$ cat src/rtl/mul_controller.sv
// Control FSM for the 4-bit shift-add multiplier datapath; optional sticky start-while-busy flag under MUL_CTRL_START_ERR_EN.
// Latency: accept at T, done_o at T+10, product_o valid from T+11; initiation interval 11 cycles.
// Backpressure: ready_o is high only in IDLE; start_i at any other time is ignored.
module mul_controller #(
    parameter int WIDTH  = 4,
    parameter int PWIDTH = 8
) (
    input  logic              clk_i,
    input  logic              rst_i,
    input  logic              start_i,
    input  logic [WIDTH-1:0]  opa_i,
    input  logic [WIDTH-1:0]  opb_i,
    output logic              ready_o,
    output logic              done_o,
    output logic [PWIDTH-1:0] product_o,
    output logic              err_o,
    output logic [WIDTH-1:0]  multplcnd_o,
    output logic [WIDTH-1:0]  multplr_o,
    output logic              load_reg_o,
    output logic              add_o,
    output logic              mux_ctrl_o,
    output logic              shift_ena_o,
    input  logic              multplr_lsb_i,
    input  logic [1:0]        step_count_i,
    input  logic [PWIDTH-1:0] acc_i
);

    typedef enum logic [2:0] {
        ST_IDLE,
        ST_LOAD,
        ST_ADD,
        ST_SHIFT,
        ST_DONE
    } state_t;

    state_t state_q;
    state_t state_d;

    logic accept;

    assign accept = start_i && (state_q == ST_IDLE);

    always_ff @(posedge clk_i) begin
        if (rst_i) begin
            state_q <= ST_IDLE;
        end else begin
            state_q <= state_d;
        end
    end

    // Operands are held through the whole operation so the datapath sees them stable.
    always_ff @(posedge clk_i) begin
        if (rst_i) begin
            multplcnd_o <= '0;
            multplr_o   <= '0;
        end else if (accept) begin
            multplcnd_o <= opa_i;
            multplr_o   <= opb_i;
        end
    end

    // acc_i already includes the 4th shift when the FSM reaches DONE.
    always_ff @(posedge clk_i) begin
        if (rst_i) begin
            product_o <= '0;
        end else if (state_q == ST_DONE) begin
            product_o <= acc_i;
        end
    end

`ifdef MUL_CTRL_START_ERR_EN
    always_ff @(posedge clk_i) begin
        if (rst_i) begin
            err_o <= 1'b0;
        end else if (start_i && !ready_o) begin
            err_o <= 1'b1;
        end
    end
`else
    assign err_o = 1'b0;
`endif

    always_comb begin
        state_d     = state_q;
        ready_o     = 1'b0;
        done_o      = 1'b0;
        load_reg_o  = 1'b0;
        add_o       = 1'b0;
        mux_ctrl_o  = 1'b0;
        shift_ena_o = 1'b0;
        case (state_q)
            ST_IDLE: begin
                ready_o = 1'b1;
                if (start_i) begin
                    state_d = ST_LOAD;
                end
            end
            ST_LOAD: begin
                load_reg_o = 1'b1;
                state_d    = ST_ADD;
            end
            ST_ADD: begin
                add_o      = 1'b1;
                mux_ctrl_o = multplr_lsb_i;
                state_d    = ST_SHIFT;
            end
            ST_SHIFT: begin
                shift_ena_o = 1'b1;
                // Counter is sampled before this shift decrements it.
                if (step_count_i == 2'd0) begin
                    state_d = ST_DONE;
                end else begin
                    state_d = ST_ADD;
                end
            end
            ST_DONE: begin
                done_o  = 1'b1;
                state_d = ST_IDLE;
            end
            default: begin
                state_d = ST_IDLE;
            end
        endcase
    end

endmodule

$ cat config.mk
export PLATFORM = sky130hd
export DESIGN_NAME = mul_controller
export DESIGN_NICKNAME = d
export VERILOG_FILES = /design/src/rtl/mul_controller.sv
export SDC_FILE = /design/constraint.sdc
export NUM_CORES = 1
export LEC_CHECK = 0
export CAP_MARGIN = 0
export CORE_UTILIZATION = 39
export DETAILED_ROUTE_END_ITERATION = 8
export PLACE_DENSITY = 0.8
export SKIP_CTS_REPAIR_TIMING = 1
export SLEW_MARGIN = 20
export SYNTH_ARGS = -nofsm -noshare
export SYNTH_HDL_FRONTEND = slang
export SYNTH_SLANG_ARGS = --single-unit
$ cat constraint.sdc
create_clock -name clk_i -period 1.2 [get_ports clk_i]
set_input_delay 0.18 -clock clk_i [delete_from_list [all_inputs] [get_ports clk_i]]
set_output_delay 0.18 -clock clk_i [all_outputs]
set_load 0.02 [all_outputs]
==> metrics.md, run 1 <==
| Metric | Value |
|---|---|
| Setup WS pre-CTS | -0.326 ns |
| Post-synthesis adder-cell area fraction | 0% |
| Worst-path clk slew | between 0.1 and 0.15 ns |
| FF-to-FF End | multplcnd_o[3]$_SDFFE_PP0P_ |
| Vias in the first global route | slightly below 800 |
| Synth top area cells | dfxtp_1 42%, nand2b_1 22%, mux2i_1 18% |
| Synth Area per Inst | 10.2 sq um |
| CP arrival | 1.19 ns |
| Worst skew pair latency | 0.29 ns |
| Worst R2R Path Depth | 5 |
| Commonest non-fill, non-tap cell in the layout | nand2b_1 |
| Register-to-register setup slack | -0.06 ns |
| Share of post-route cells with drive strength above 1 | 21.2% |
| Number of synthesized register bits | 19 |
| Pwr Density | 872 nW/um^2 |
| Yosys top cell area share | 41.8% |
| Post-Route WL | 2.12 mm |
| Hold EP | multplr_o[0]$_SDFFE_PP0P_ |
| Hold_sp | opb_i[0] |
| Setup crit end kind | output pin |
| Sw frac | 25.9% |
| Total nets after synthesis | about 110 |
| Max cap viols | 0 |
| Final HPWL DP | between 1 and 1.5 mm |
| # clock sinks | 19 |
| Post-synthesis mux area share | 17.6% |
| Clock Power Share | between 20% and 30% |
| Critical path class | reg -> out |
| Min cycle time layout | 1.37 ns |
| H-tree levels | 1 |
| Area post-placement | 1400 sq um |
| Die area | 2530 sq um |
| Antenna cells | 0 |
| GPL Wtd Cong | 0.686 |
| Synthesis Warnings | 0 |
| Final setup viols | 14 |
| Most frequent cells in the layout | 32 x nand2b_1, 21 x clkdlybuf4s50_1, 16 x mux2i_1, 16 x dfxtp_1, 16 x dlymetal6s2s_1 |
| First-pass GRT wire length | ~3.2 mm |
| GRT overflow | 0 |
| Final period util | 114% |
| Die W | ~50 um |
| Post-Syn Instances | 89 |
| Pins Over Slew Limit | 0 |
| Violated checks | setup timing |
| Vias/cell | 4.67 |
| Power Internal | between 900 and 1000 uW |
| Largest family of logic cells by synthesized area | simple AND/OR/NAND/NOR gates |
| IO buf count | 43 |
| Die Y | 50.3 um |
| Initial antenna violation count | 0 |
| Skew final | 0.00322 ns |
| Reg power frac | 50.6% |
| Combinational power share | 25.9% |
| Vias post-DR | 770 |
| Row cnt | 17 |
| Post-synthesis cell area | 910 sq um |
| Dominant cell type by area after synthesis | dfxtp_1 |
| Post-route ant nets | 0 |
| Worst min path class | in -> reg |
| Area added between synthesis and finish | 69.1% |
| Worst setup SP type | flip-flop |
| Routed WL per cell | ~13 um |
| Worst VDD drop | 0.658 mV |
| Largest net degree at the start of global routing | 36 |
| Crit Reg-Reg Startpoint | state_q[1]$_SDFFE_PP0P_ |
| Simple-gate portion of the synthesized area | between 30 and 40% |
| XOR/XNOR Fraction of Synth Area | 0% |
| Status | finished, violations left |
| Final instance area | between 1500 and 2000 sq um |
| Worst EP required | roughly 1.0 ns |
| Net Switching | 348 uW |
| Worst hold slack | 0.446 ns |
| Initial core utilization | roughly two fifths |
| Crit path launch | state_q[0]$_SDFFE_PP0P_ |
| Root Buffer | clkbuf_4 |
| Final hold vios | 0 |
| Nets@finish | 160 |
| Bufs on Longest Clock Path | 2 |
| Max Fclk | around 730 MHz |
| CTS tree | built |
| Register area share after synthesis | about two fifths |
| Synth Area in Compound Gates | 0% |
| Cts bufs inserted | 3 |
| GRT Total Usage | 16.4% |
| Cell variety after synth | 17 |
| DRT Pass-1 Iters | 6 |
| Starting DRT DRC Count | 14 |
| WHS Path Cells | 3 |
| P_leak | 0.000840 uW |
| DRC viols | 0 |
| RSZ-0062 raised after global routing | yes |
| Core box area | ~2200 sq um |
| Highest net fanout along the worst path | 6 |
| Ports | 45 |
| Setup ws final | -0.171 ns |
cells by family (layout without fill, tap and decap cells):
logic type,Yosys count,in the layout
muxes,16,16
buffers and inverters,8,56
and+or+nand+nor,45,45
other,1,1
DFF,19,19
sequential cells by signal, indices dropped and copies added, names as in the netlist:
name	cells
state_q	3
multplcnd_o	4
multplr_o	4
product_o	8
cells in the mapped netlist:
| cell type | n |
|---|---|
| conb_1 | 1 |
| nor4b_2 | 2 |
| dfxtp_1 | 19 |
| clkbuf_1 | 3 |
| nand2b_1 | 32 |
| mux2i_1 | 16 |
| nor2_1 | 2 |
| nor4bb_1 | 1 |
| buf_6 | 3 |
| nor3b_1 | 2 |
| nor3_1 | 1 |
| nor3b_2 | 1 |
| and3b_1 | 1 |
| buf_4 | 1 |
| nor4_1 | 2 |
| and2_1 | 1 |
| buf_2 | 1 |
power by group through the flow:
stage               registers [uW]  logic, uW  clock network (uW)
floorplan                      710        144                   0
global placement               690        317                   0
detailed placement             690        323                   0
CTS                            677        324                 324
global route                   682        369                 365
finish                         678        347                 316
worst max-delay path by stage:
| stage | to | cells past startpoint | slack [ns] |
|---|---|---|---|
| 6_report | mux_ctrl_o | 3 | -0.17 |
| 5_1_grt | mux_ctrl_o | 3 | -0.23 |
| 4_1_cts | load_reg_o | 3 | -0.65 |
| 3_5_place_dp | mux_ctrl_o | 3 | -0.33 |
| 3_3_place_gp | mux_ctrl_o | 3 | -0.32 |
| 2_1_floorplan | mux_ctrl_o | 3 | 0.001 |
critical path, cell delays in order, from the launching register on:
cell	delay, ns
dfxtp_4	0.39
nor3b_4	0.24
and2_4	0.17
buf_6	0.10
per-layer routing:
layer  share of wire, %  GRT usage [%]
met5                  0              0
met1                 42           18.7
met2                 50           28.7
met4                1.4           5.09
met3                6.0           5.45
stage by stage:
step	power [uW]	std cells	utilization (%)	TNS, ns
after floorplan	854	89	-	0
after global placement	1010	160	63.4	-2.45
after detailed placement	1010	160	63.4	-3.09
after CTS	1320	164	64.6	-8.16
after global routing	1420	165	69.5	-2.17
final	1340	165	69.5	-1.10
area by class of cell:
cell class	instances	area (sq um)
multi-input combinational	62	512
sequential	19	389
tap	28	35.0
fill	190	674
clock buffer	4	26.3
timing repair buffer	52	576
No activity file was read; power rests on OpenSTA's default activity.
==> run 2: changes to the inputs <==
--- a/config.mk
+++ b/config.mk
@@ -9,6 +9,7 @@
 export CORE_UTILIZATION = 39
 export DETAILED_ROUTE_END_ITERATION = 8
 export PLACE_DENSITY = 0.8
+export RECOVER_POWER = 100
 export SKIP_CTS_REPAIR_TIMING = 1
 export SLEW_MARGIN = 20
 export SYNTH_ARGS = -nofsm -noshare
==> results of run 2 <==
No change in the layout: final DEF, timing and power equal those of run 1.
==> run 3: changes to the inputs <==
--- a/config.mk
+++ b/config.mk
@@ -9,7 +9,6 @@
 export CORE_UTILIZATION = 39
 export DETAILED_ROUTE_END_ITERATION = 8
 export PLACE_DENSITY = 0.8
-export RECOVER_POWER = 100
 export SKIP_CTS_REPAIR_TIMING = 1
 export SLEW_MARGIN = 20
 export SYNTH_ARGS = -nofsm -noshare
==> results of run 3 <==
No change in the layout: final DEF, timing and power equal those of run 1.
